==> src/rtl/pixel_stream_pkg.sv <==
// pixel_stream_pkg: shared types and constants for the raster pixel path.
//   PIX_W_DEF / ROWS_DEF / COLS_DEF : default pixel width and frame size
//   tx_state_e                      : transmitter FSM states
//   pix_beat_t                      : one pixel plus its frame/line markers
//   clog2                           : ceil(log2(v)), never less than 1
package pixel_stream_pkg;

   localparam int PIX_W_DEF = 8;
   localparam int ROWS_DEF  = 168;
   localparam int COLS_DEF  = 220;

   typedef logic [PIX_W_DEF-1:0] pix_t;

   typedef enum logic [1:0] {IDLE, RUN, DRAIN} tx_state_e;

   typedef struct packed {
      logic sof;
      logic eol;
      logic eof;
      pix_t data;
   } pix_beat_t;

   // Counter width helper; a 1-entry range still needs a 1-bit counter.
   function automatic int clog2(input int v);
      int r;
      r = 1;
      while ((1 << r) < v) r++;
      return r;
   endfunction

endpackage

==> src/rtl/frame_pixel_tx_if.sv <==
// frame_pixel_tx_if: pixel stream and frame memory read port of the transmitter.
//   m_valid/m_ready/m_data/m_sof/m_eol/m_eof : output pixel stream
//   mem_rd_en/mem_addr/mem_rd_data           : synchronous-read memory port
//                                              (data valid 1 cycle after rd_en)
//   modport master : transmitter side;  modport slave : memory + sink side
interface frame_pixel_tx_if #(
   parameter int PIX_W  = 8,
   parameter int ADDR_W = 16
);
   logic              m_valid;
   logic              m_ready;
   logic [PIX_W-1:0]  m_data;
   logic              m_sof;
   logic              m_eol;
   logic              m_eof;
   logic              mem_rd_en;
   logic [ADDR_W-1:0] mem_addr;
   logic [PIX_W-1:0]  mem_rd_data;

   modport master (
      output m_valid, m_data, m_sof, m_eol, m_eof, mem_rd_en, mem_addr,
      input  m_ready, mem_rd_data
   );

   modport slave (
      input  m_valid, m_data, m_sof, m_eol, m_eof, mem_rd_en, mem_addr,
      output m_ready, mem_rd_data
   );
endinterface

==> src/rtl/pixel_skid_fifo.sv <==
// pixel_skid_fifo: 2-entry buffer of pix_beat_t between memory read return and
// the output stream.
//   clk, rst_n           : clock, async active-low reset (buffer emptied)
//   in_valid, in_beat    : write side; no ready, the producer only issues
//                          reads when a slot is guaranteed free
//   out_valid, out_ready : read side handshake; out_beat is the head entry
//   count                : current occupancy 0..2
// The head is a register, so out_beat holds still while out_ready is low.
module pixel_skid_fifo
   import pixel_stream_pkg::*;
(
   input  logic      clk,
   input  logic      rst_n,
   input  logic      in_valid,
   input  pix_beat_t in_beat,
   output logic      out_valid,
   input  logic      out_ready,
   output pix_beat_t out_beat,
   output logic [1:0] count
);

   pix_beat_t e0, e1;
   logic      pop;

   assign out_valid = (count != 2'd0);
   assign out_beat  = e0;
   assign pop       = out_valid & out_ready;

   always_ff @(posedge clk or negedge rst_n) begin
      if (!rst_n) begin
         e0    <= '0;
         e1    <= '0;
         count <= 2'd0;
      end else begin
         case ({in_valid, pop})
            2'b10: begin
               if (count == 2'd0) e0 <= in_beat;
               else               e1 <= in_beat;
               count <= count + 2'd1;
            end
            2'b01: begin
               e0    <= e1;
               count <= count - 2'd1;
            end
            2'b11: begin
               // Simultaneous push/pop: occupancy unchanged, queue shifts.
               if (count == 2'd1) e0 <= in_beat;
               else begin
                  e0 <= e1;
                  e1 <= in_beat;
               end
            end
            default: ;
         endcase
      end
   end

endmodule

==> src/rtl/frame_pixel_tx.sv <==
// frame_pixel_tx: reads a stored grayscale frame in row-major order
// (address = row*COLS + col) and streams it as valid/ready pixels with
// sof/eol/eof markers.
//   clk, rst_n  : clock, async active-low reset (abandons any frame in flight)
//   start       : one-cycle frame request, ignored while busy
//   busy        : frame in progress
//   done        : one-cycle pulse on the edge the eof pixel is accepted
//   bus         : frame_pixel_tx_if.master (stream out, memory read port)
// Build option FRAME_TX_PAD_EN: frame grows to (ROWS+2*PAD)x(COLS+2*PAD) with
// zero borders that take a buffer slot but no memory read.
module frame_pixel_tx
   import pixel_stream_pkg::*;
#(
   parameter int ROWS   = ROWS_DEF,
   parameter int COLS   = COLS_DEF,
   parameter int PIX_W  = PIX_W_DEF,
   parameter int ADDR_W = 16,
   parameter int PAD    = 2
)(
   input  logic clk,
   input  logic rst_n,
   input  logic start,
   output logic busy,
   output logic done,
   frame_pixel_tx_if.master bus
);

`ifdef FRAME_TX_PAD_EN
   localparam int PAD_T = PAD;
`else
   // Border disabled in this build.
   localparam int PAD_T = 0 * PAD;
`endif
   localparam int ROWS_T = ROWS + 2 * PAD_T;
   localparam int COLS_T = COLS + 2 * PAD_T;
   localparam int RW     = clog2(ROWS_T);
   localparam int CW     = clog2(COLS_T);
   localparam logic [ADDR_W-1:0] LAST_ADDR = ADDR_W'(ROWS * COLS - 1);

   tx_state_e         state, state_nx;
   logic [RW-1:0]     row;
   logic [CW-1:0]     col;
   logic [ADDR_W-1:0] addr;

   // One slot in flight between issue and memory return.
   logic              pend, pend_zero;
   logic [2:0]        pend_mk;

   logic              issue, border, last_slot, row_end, first_slot, pop;
   logic [1:0]        f_cnt;
   logic              f_valid;
   pix_beat_t         f_in, f_out;

   assign row_end    = (col == CW'(COLS_T - 1));
   assign last_slot  = row_end && (row == RW'(ROWS_T - 1));
   assign first_slot = (row == '0) && (col == '0);

`ifdef FRAME_TX_PAD_EN
   assign border = (int'(row) < PAD_T) || (int'(row) >= ROWS + PAD_T) ||
                   (int'(col) < PAD_T) || (int'(col) >= COLS + PAD_T);
`else
   assign border = 1'b0;
`endif

   assign pop = f_valid & bus.m_ready;

   // Occupancy after this cycle (buffered + in flight - leaving) must leave a
   // free slot for the slot issued now.
   assign issue = (state == RUN) &&
                  (({1'b0, f_cnt} + {2'b00, pend} - {2'b00, pop}) < 3'd2);

   assign bus.mem_rd_en = issue & ~border;
   assign bus.mem_addr  = addr;
   assign busy          = (state != IDLE);

   always_comb begin
      state_nx = state;
      case (state)
         IDLE:    if (start)                state_nx = RUN;
         RUN:     if (issue && last_slot)   state_nx = DRAIN;
         DRAIN:   if (pop && f_out.eof)     state_nx = IDLE;
         default:                           state_nx = IDLE;
      endcase
   end

   always_ff @(posedge clk or negedge rst_n) begin
      if (!rst_n) begin
         state     <= IDLE;
         row       <= '0;
         col       <= '0;
         addr      <= '0;
         pend      <= 1'b0;
         pend_zero <= 1'b0;
         pend_mk   <= '0;
         done      <= 1'b0;
      end else begin
         state <= state_nx;
         done  <= (state == DRAIN) && pop && f_out.eof;
         pend  <= issue;
         if (issue) begin
            pend_zero <= border;
            pend_mk   <= {first_slot, row_end, last_slot};
         end
         if (state == IDLE && start) begin
            row  <= '0;
            col  <= '0;
            addr <= '0;
         end else if (issue) begin
            if (row_end) begin
               col <= '0;
               if (!last_slot) row <= row + 1'b1;
            end else begin
               col <= col + 1'b1;
            end
            if (!border && addr != LAST_ADDR) addr <= addr + 1'b1;
         end
      end
   end

   always_comb begin
      f_in      = '0;
      f_in.sof  = pend_mk[2];
      f_in.eol  = pend_mk[1];
      f_in.eof  = pend_mk[0];
      f_in.data = pend_zero ? '0 : pix_t'(bus.mem_rd_data);
   end

   pixel_skid_fifo u_fifo (
      .clk       (clk),
      .rst_n     (rst_n),
      .in_valid  (pend),
      .in_beat   (f_in),
      .out_valid (f_valid),
      .out_ready (bus.m_ready),
      .out_beat  (f_out),
      .count     (f_cnt)
   );

   assign bus.m_valid = f_valid;
   assign bus.m_data  = PIX_W'(f_out.data);
   assign bus.m_sof   = f_out.sof;
   assign bus.m_eol   = f_out.eol;
   assign bus.m_eof   = f_out.eof;

endmodule

==> src/flat_wrapper.sv <==
// flat-port wrapper written by rule: the top's interface ports become plain ports
module frame_pixel_tx_flat import pixel_stream_pkg::*;
#(
   parameter int ROWS   = ROWS_DEF,
   parameter int COLS   = COLS_DEF,
   parameter int PIX_W  = PIX_W_DEF,
   parameter int ADDR_W = 16,
   parameter int PAD    = 2
)
  (clk, rst_n, start, busy, done, bus_m_valid, bus_m_data, bus_m_sof, bus_m_eol, bus_m_eof, bus_mem_rd_en, bus_mem_addr, bus_m_ready, bus_mem_rd_data);
  frame_pixel_tx_if #(.PIX_W(PIX_W), .ADDR_W(ADDR_W)) bus_i ();
  input  logic clk;
  input  logic rst_n;
  input  logic start;
  output logic busy;
  output logic done;
  output wire logic [$bits(bus_i.m_valid)-1:0] bus_m_valid;
  output wire logic [$bits(bus_i.m_data)-1:0] bus_m_data;
  output wire logic [$bits(bus_i.m_sof)-1:0] bus_m_sof;
  output wire logic [$bits(bus_i.m_eol)-1:0] bus_m_eol;
  output wire logic [$bits(bus_i.m_eof)-1:0] bus_m_eof;
  output wire logic [$bits(bus_i.mem_rd_en)-1:0] bus_mem_rd_en;
  output wire logic [$bits(bus_i.mem_addr)-1:0] bus_mem_addr;
  input wire logic [$bits(bus_i.m_ready)-1:0] bus_m_ready;
  input wire logic [$bits(bus_i.mem_rd_data)-1:0] bus_mem_rd_data;
  assign bus_m_valid = bus_i.m_valid;
  assign bus_m_data = bus_i.m_data;
  assign bus_m_sof = bus_i.m_sof;
  assign bus_m_eol = bus_i.m_eol;
  assign bus_m_eof = bus_i.m_eof;
  assign bus_mem_rd_en = bus_i.mem_rd_en;
  assign bus_mem_addr = bus_i.mem_addr;
  assign bus_i.m_ready = bus_m_ready;
  assign bus_i.mem_rd_data = bus_mem_rd_data;
  frame_pixel_tx #(.ROWS(ROWS), .COLS(COLS), .PIX_W(PIX_W), .ADDR_W(ADDR_W), .PAD(PAD)) u_core (.clk(clk), .rst_n(rst_n), .start(start), .busy(busy), .done(done), .bus(bus_i));
endmodule
==> config.mk <==
export PLATFORM = sky130hd
export DESIGN_NAME = frame_pixel_tx_flat
export DESIGN_NICKNAME = d
export VERILOG_FILES = /design/src/rtl/pixel_stream_pkg.sv /design/src/rtl/frame_pixel_tx_if.sv /design/src/rtl/pixel_skid_fifo.sv /design/src/rtl/frame_pixel_tx.sv /design/src/flat_wrapper.sv
export SDC_FILE = /design/constraint.sdc
export NUM_CORES = 1
export LEC_CHECK = 0
export CORE_MARGIN = 1
export CORE_UTILIZATION = 60
export DETAILED_ROUTE_END_ITERATION = 10
export DONT_BUFFER_PORTS = 1
export GPL_TIMING_DRIVEN = 0
export MAX_ROUTING_LAYER = met4
export PLACE_DENSITY = 0.83
export SLEW_MARGIN = 10
export SYNTH_ARGS = -nofsm -noshare
export SYNTH_HDL_FRONTEND = slang
export SYNTH_HIERARCHICAL = 1
export SYNTH_SLANG_ARGS = --single-unit
==> constraint.sdc <==
create_clock -name clk -period 6.2 [get_ports clk]
set_input_delay 1.55 -clock clk [delete_from_list [all_inputs] [get_ports clk]]
set_output_delay 1.55 -clock clk [all_outputs]
set_load 0.02 [all_outputs]
==> results.tsv <==
metric	value	unit
Seq/Total Area, Yosys	46.0	%
core area	5510	um2
Nets	378	
FMAX	181	MHz
Post-Route Setup TNS	0	ns
post-synthesis instance total	341	
predominant post-synthesis flop cell	dfrtp_1	
residual DRC count	0	
Buffers on Ports	0	
GR Layer Usage met3	7.18	%
Max stage delay cell, worst path	xor2_1	
Power Density	481	nW/um2
Ant. Diodes	0	
Startpoint Class	input port	
critical-path maximum fanout	11	
largest net degree at the start of global routing	64	
Setup Buffers After CTS	0	
clk_lat worst skew	0.34	ns
CP Cell Sequence	and2_1 -> ha_1 -> nand2b_1 -> fa_1 -> xor2_1 -> or2_2 -> clkbuf_1 -> inv_1 -> buf_2	
asr flop ratio synth	100	%
Placement Cell Area	3520	um2
detailed-route via count	2826	
Worst EP arrival	3.98	ns
leakage	1.66	nW
Resized cells post-CTS	0	
commonest non-fill, non-tap cell in the layout	dfrtp_1	
Root Buffer Master	clkbuf_8	
clk sink count	63	
# rows	27	
Max Buffers Root-to-Sink	2	
GR Util met1	38.3	%
Slew Limit Fails	0	
Cell variety after synth	54	
Iter 0 DRT Violations	333	
Detail Route Antenna Nets	0	
all-layer global routing usage	30.0	%
cts hold-fix bufs	0	
number of flops mapped to enable cells by yosys	0	
delay-heaviest family, CP	buffers and inverters	
CTS tree	built	
outcome	completed	
commonest non-fill, non-tap cells in the layout	dfrtp_1 (63), nor2_1 (25), nand2_1 (23)	
Ys Warns	6	
Req. time, crit path	4.65	ns
Die W	77.6	um
crit end category	output port	
DR vias/cell	6.59	
Synth Net Count	367	
VDD IR max	208	uV
Wirelength per Cell	18.6	um
syn avg cell area	10.1	um2
grt peak-use layer	met2	
min cycle time layout	5.53	ns
WL final	8000	um
MaxCap Viol Count	0	
Worst Clk Skew	0.00938	ns
drt first pass iters	6	
Initial Util	62.3	%
vias in the first global route	2793	
post-route clock period utilization	89.2	%
die area	6020	um2
initial antenna violation count	0	
Top-Level Pins	43	
final number of setup-violating endpoints	0	
Final Hold Viols	0	
relative slew slack	51.8	%
flop2flop setup slack	2.23	ns
Syn-to-layout area delta	9.12	%
GPL Wtd Cong	0.926	
cts bufs inserted	9	
placed wire-length estimate	5160	um
H-tree Lvls	3	
Hold Path Class	reg2reg	
CP peak stage delay	0.57	ns
total congestion overflow	0	
type of the worst setup path	in2out	
Reg clk slew, reported paths	0.07	ns
crit path buf inv count	3	
layout cells sized above 1	14.6	%
met2 Use GR	45.3	%
synthesized cell area	3430	um2
first-pass GRT wire length	13600	um
Synth Register Bits	63	
die height	77.6	um
Post-Layout Inst Area	3740	um2
RSZ-0062 raised after global routing	no	
worst-margin pin slew	0.716	ns
[through the flow]
step / utilization, % / worst slack, ns / cells / power, W / hold WS, ns
6_report: 68.0 / 0.670 / 429 / 0.00180 / 0.504
5_1_grt: 68.0 / 0.509 / 429 / 0.00191 / 0.523
4_1_cts: 68.0 / 0.711 / 429 / 0.00179 / 0.506
3_5_place_dp: 63.9 / 0.772 / 413 / 0.00138 / 0.490
3_3_place_gp: 63.9 / 0.830 / 413 / 0.00136 / 0.484
2_1_floorplan: - / 1.17 / 341 / 0.00121 / 0.465
[logic make-up after synthesis]
family	after synthesis	synth area share [%]
fa+ha+maj	14	5.33
simple gates	134	22.1
buf+inv	32	4.23
xor+xnor	6	1.53
compound gates	74	14.0
mux	18	6.79
flops	63	46.0
[synthesized netlist by cell type (all sizes together) (8+ instances only)]
library cell  number  share of area, %
nand4              8               1.5
a21oi             11               1.6
buf                8               1.6
a31oi             14               2.6
ha                13               4.7
nand3             20               2.9
o21ai             20               2.9
nor2              25               2.7
dfrtp             63                46
mux2              12               5.0
inv               16               1.8
clkbuf             8              0.91
nand2             23               2.5
[sequential cells by signal (all words and copies together), names as in the netlist]
| register | cells |
|---|---|
| u_core/bus.mem_addr | 16 |
| u_core/u_fifo/e1 | 11 |
| u_core/u_fifo/out_beat | 11 |
| u_core/col | 8 |
| u_core/row | 8 |
| u_core/pend_mk | 3 |
| u_core/state | 2 |
| u_core/u_fifo/count | 2 |
| u_core/done | 1 |
| u_core/pend | 1 |
[layout make-up]
type                            instances  area [um2]
Multi-Input combinational cell        246        1710
Inverter                               16        60.1
Sequential cell                        63        1580
Fill cell                             422        1760
Clock buffer                           11         141
Tap cell                               72        90.1
Clock inverter                          5        81.3
Buffer                                 16        85.1
[power by group]
| group | internal (W) | total, W | switching (W) |
|---|---|---|---|
| Combinational | 0.000275 | 0.000688 | 0.000413 |
| Sequential | 0.000526 | 0.000708 | 0.000182 |
| Clock | 0.000238 | 0.000404 | 0.000167 |
[metal layers]
| layer | part of all wire, % | up-vias |
|---|---|---|
| li1 | - | 1278 |
| met1 | 43 | 1393 |
| met2 | 47 | 133 |
| met3 | 7.4 | 22 |
| met4 | 2.2 | 0 |
| met5 | 0 | - |
[path summary, 6_finish.rpt]
kind	startpoint	endpoint	depth (start not counted)
max	bus_m_ready	bus_mem_rd_en	9
min	u_core/u_fifo/e1[0]$_DFFE_PN0P_	u_core/u_fifo/e1[0]$_DFFE_PN0P_	1
max reg2reg	u_core/u_fifo/count[1]$_DFFE_PN0P_	u_core/row[4]$_DFFE_PN0P_	13
min reg2reg	u_core/u_fifo/e1[0]$_DFFE_PN0P_	u_core/u_fifo/e1[0]$_DFFE_PN0P_	1
max in group asynchronous	rst_n	u_core/row[2]$_DFFE_PN0P_	0
min in group asynchronous	rst_n	u_core/u_fifo/out_beat[2]$_DFFE_PN0P_	0
Power figures use the tool's default switching activity.
==> patch 1: new RTL, config.mk and constraints unchanged <==
The option `FRAME_TX_PAD_EN` is turned on by a define.
--- a/src/rtl/frame_pixel_tx.sv
+++ b/src/rtl/frame_pixel_tx.sv
@@ -9,4 +9,6 @@
 // Build option FRAME_TX_PAD_EN: frame grows to (ROWS+2*PAD)x(COLS+2*PAD) with
 // zero borders that take a buffer slot but no memory read.
+`define FRAME_TX_PAD_EN
+
 module frame_pixel_tx
    import pixel_stream_pkg::*;
Check against the original RTL: not equivalent (a bounded check fails within 4 cycles, from zero or initial values and one cycle with rst_n low).
==> patch 1 against the original RTL <==
  * Sequential cell count rose by 1
  * Total power fell by 19%
  * Setup slack improved by 0.48 ns
  * Global-route usage fell by 3.3 points
  * Wire length fell by 12%
  * Worst hold slack improved by 0.0019 ns
  * Synthesized area rose by 0.11%
  * Design area fell by 0.33%
  * Fmax rose by 9.5%
  * Combinational power fell by 28%
==> patch 1: results <==
set metrics [dict create \
    status "completed" \
    grt_max_degree 65 \
    viasPerCell 6.00 \
    ys_seq_area_share_pct 46.6 \
    final.setup_skew_ns 0.00828 \
    p_leak_uw 0.00161 \
    met1Wirelength_um 3200 \
    fin_nets 392 \
    synth.distinct_cells 49 \
    worst_hold_path.endpoint "u_core/state[0]$_DFFE_PN0P_" \
    final_layout_size_suffix_gt1_share_pct 11.6 \
    drtPass1Iterations 4 \
    use_met1_pct 35.0 \
    irDropWorstVdd_v 0.000230 \
    worst_hold_slack_ns 0.505 \
    fillerInstances 421 \
    finalWorstSetupSlack_ns 1.15 \
    p_switching_uw 568 \
    seq-power_uw 597 \
    globalplace.congestion 0.885 \
    met2_length_um 3330 \
    use_met2_pct 40.1 \
    arrival_ns 3.50 \
    synth_area_leaders "dfrtp_1 47%, ha_1 4.7%, o21ai_0 4.5%, mux2_4 4.4%, nor2_1 4.0%" \
    grtUsageTotal_pct 26.7 \
    hold_depth 1 \
    crit_path_max_fanout 8 \
    routed-wl-met3_um 379 \
    yosys-top-cells-count "64 x dfrtp_1, 37 x nor2_1, 31 x o21ai_0" \
    netlist_instances 355 \
    grt_pass1_vias 2552 \
    r2r_end "u_core/row[7]$_DFFE_PN0P_" \
    post_cts_buffers 0 \
    drt_iter0_drc 231 \
    syn_nets 381 \
]
-- patch 1: cell count changes after synthesis, moves of 4 or more --
| cell | delta |
|---|---|
| nor2_1 | +12 |
| nor2b_1 | +11 |
| o21ai_0 | +11 |
| xor2_1 | +8 |
| a31o_2 | -6 |
| nand3_1 | +6 |
| and4_1 | -5 |
| mux2i_1 | -5 |
| or3_1 | +5 |
| clkbuf_1 | -4 |
-- patch 1: logic make-up after synthesis --
group | Yosys count | share of synthesized area (%)
multiplexers | 13 | 5.32
AO/OA/AOI/OAI | 69 | 11.7
flip-flops | 64 | 46.6
adder cells (fa/ha/maj) | 14 | 5.32
buffers and inverters | 27 | 3.57
AND/OR/NAND/NOR | 155 | 24.2
XOR/XNOR | 13 | 3.32
-- patch 1: metrics by stage --
step | power, µW | std cells | utilization (%) | cell area [µm²]
2_1_floorplan | 984 | 355 | - | 3430
3_3_place_gp | 1070 | 427 | 64.0 | 3520
3_5_place_dp | 1090 | 427 | 64.0 | 3520
4_1_cts | 1470 | 443 | 67.7 | 3730
5_1_grt | 1560 | 443 | 67.7 | 3730
6_report | 1460 | 443 | 67.7 | 3730
-- patch 1: area by class of cell --
| class | count | area, µm² | area share (%) |
|---|---|---|---|
| buffer | 11 | 62.6 | 1.68 |
| clock buffer | 11 | 151 | 4.06 |
| clock inverter | 5 | 55.1 | 1.48 |
| inverter | 16 | 60.1 | 1.61 |
| multi-input combinational | 264 | 1710 | 45.8 |
| sequential | 64 | 1600 | 42.9 |
| tap | 72 | 90.1 | 2.42 |
-- patch 1: critical path, cell delays in order --
cell and delay, ns:
and2_1 0.12, ha_1 0.25, nand2b_1 0.15, fa_1 0.49, nand3b_1 0.10, or2_1 0.23, buf_6 0.15, nor2_8 0.13
nand2_1 0.10, inv_1 0.22
==> patch 2: new RTL, same settings <==
Made on the original files. The 3 states of `tx_state_e` get a one-hot encoding in 3 bits.
--- a/src/rtl/pixel_stream_pkg.sv
+++ b/src/rtl/pixel_stream_pkg.sv
@@ -12,5 +12,5 @@
    typedef logic [PIX_W_DEF-1:0] pix_t;
 
-   typedef enum logic [1:0] {IDLE, RUN, DRAIN} tx_state_e;
+   typedef enum logic [2:0] {IDLE = 3'b001, RUN = 3'b010, DRAIN = 3'b100} tx_state_e;
 
    typedef struct packed {
Check against the original RTL: no difference found for any inputs over 10 cycles, from zero or initial values and one cycle with rst_n low; not proved beyond that.
==> patch 2 against the original RTL <==
  * Combinational power increased by 3.2%
  * Setup slack improved by 0.050 ns
  * First-iteration DRC count decreased by 25%
  * Sequential cell count rose by 1
  * Worst hold slack better by 0.011 ns
  * Design area up 0.67%
  * Cell count grew 0.70%
  * Critical path depth unchanged
  * Synthesized area decreased by 0.33%
  * Wire length shrank 6.9%
  * Total power grew 3.9%
  * Clock skew up 0.0027 ns
  * Largest power group unchanged
==> patch 2: results <==
set metrics [dict create \
    stdcell_count 432 \
    clk_share_pct 6.71 \
    use_met1_pct 34.2 \
    holdCritStartpoint "u_core/u_fifo/e1[1]$_DFFE_PN0P_" \
    synth_mux_area_share_pct 6.00 \
    multi_input_gates 252 \
    crit_path_end_kind "output port" \
    ys_ff_latch 64 \
    critPathSlowestCell "fa_1" \
    fillerInstances 396 \
    reg2reg_slack_ns 2.34 \
    startpoint "bus_m_ready" \
    met2_length_um 3630 \
    ys_seq_area_share_pct 46.9 \
    dp.final_hpwl_um 4880 \
    met1Wirelength_um 3150 \
    arrival_ns 3.93 \
    synth_xor_xnor_area_share_pct 5.64 \
    status "completed" \
    synth_area_leaders "dfrtp_1 46%, ha_1 4.8%, nor2_1 4.6%, mux2_4 4.4%, xor2_1 4.4%" \
    cts_buffers 9 \
    fmax_mhz 182 \
    globalplace.congestion 0.860 \
    r2r_end "u_core/bus.mem_addr[13]$_DFFE_PN0P_" \
    p_int_uw 1100 \
    grtUsageTotal_pct 27.9 \
    seq_area_share_pct 42.5 \
    tightest_slew_ns 0.759 \
    routed_wl_um 7450 \
    syn_nets 370 \
    synth.distinct_cells 49 \
    place_ws_ns 0.751 \
    drtPass1Iterations 4 \
    nonClkBufAreaFrac_pct 2.16 \
    dp.cells 416 \
    final.clkbuf_count 10 \
    routed-wl-met3_um 538 \
    grt_first_pass_wirelength_um 12400 \
    multi_input_area_share_pct 45.0 \
    p_leak_uw 0.00169 \
    netlist_instances 344 \
    synthAdderAreaFrac_pct 5.34 \
    worst_hold_path.endpoint "u_core/u_fifo/e1[1]$_DFFE_PN0P_" \
    met3_usage_pct 8.12 \
    ff2ff_path_depth 12 \
    rr_startpoint "u_core/u_fifo/count[1]$_DFFE_PN0P_" \
    routed-via-count 2707 \
    final_layout_size_suffix_gt1_share_pct 13.3 \
    fin_nets 381 \
    yosys-top-cells-count "63 x dfrtp_1, 42 x nor2_1, 28 x nand3_1" \
    final.setup_skew_ns 0.0120 \
    use_met2_pct 43.5 \
    n_all_inverters 12 \
    path_delay_family "adder cells" \
    irDropWorstVdd_v 0.000210 \
    combPwrFrac_pct 38.0 \
    grt_max_degree 65 \
    seq-power_uw 714 \
]
## patch 2: changes by cell type in the layout (fill, tap and decap cells not counted), moves of 5 or more
cell,before,now
o31ai_1,5,0
mux2i_1,6,1
nor2_1,25,42
xor2_1,1,17
a31o_2,6,0
nand3_1,20,28
and4_1,7,2
## patch 2: cell families after synthesis
| family | after synthesis |
|---|---|
| compound gates | 46 |
| flops | 64 |
| fa+ha+maj | 14 |
| buf+inv | 28 |
| simple gates | 155 |
| mux | 15 |
| xor+xnor | 22 |
## patch 2: metrics by stage
| step | cell area (µm²) | hold WS [ns] | power [µW] |
|---|---|---|---|
| 3_3_place_gp | 3510 | 0.485 | 1370 |
| 4_1_cts | 3760 | 0.517 | 1870 |
| 2_1_floorplan | 3420 | 0.469 | 1240 |
| 6_report | 3770 | 0.515 | 1870 |
| 3_5_place_dp | 3510 | 0.490 | 1410 |
| 5_1_grt | 3770 | 0.533 | 1990 |
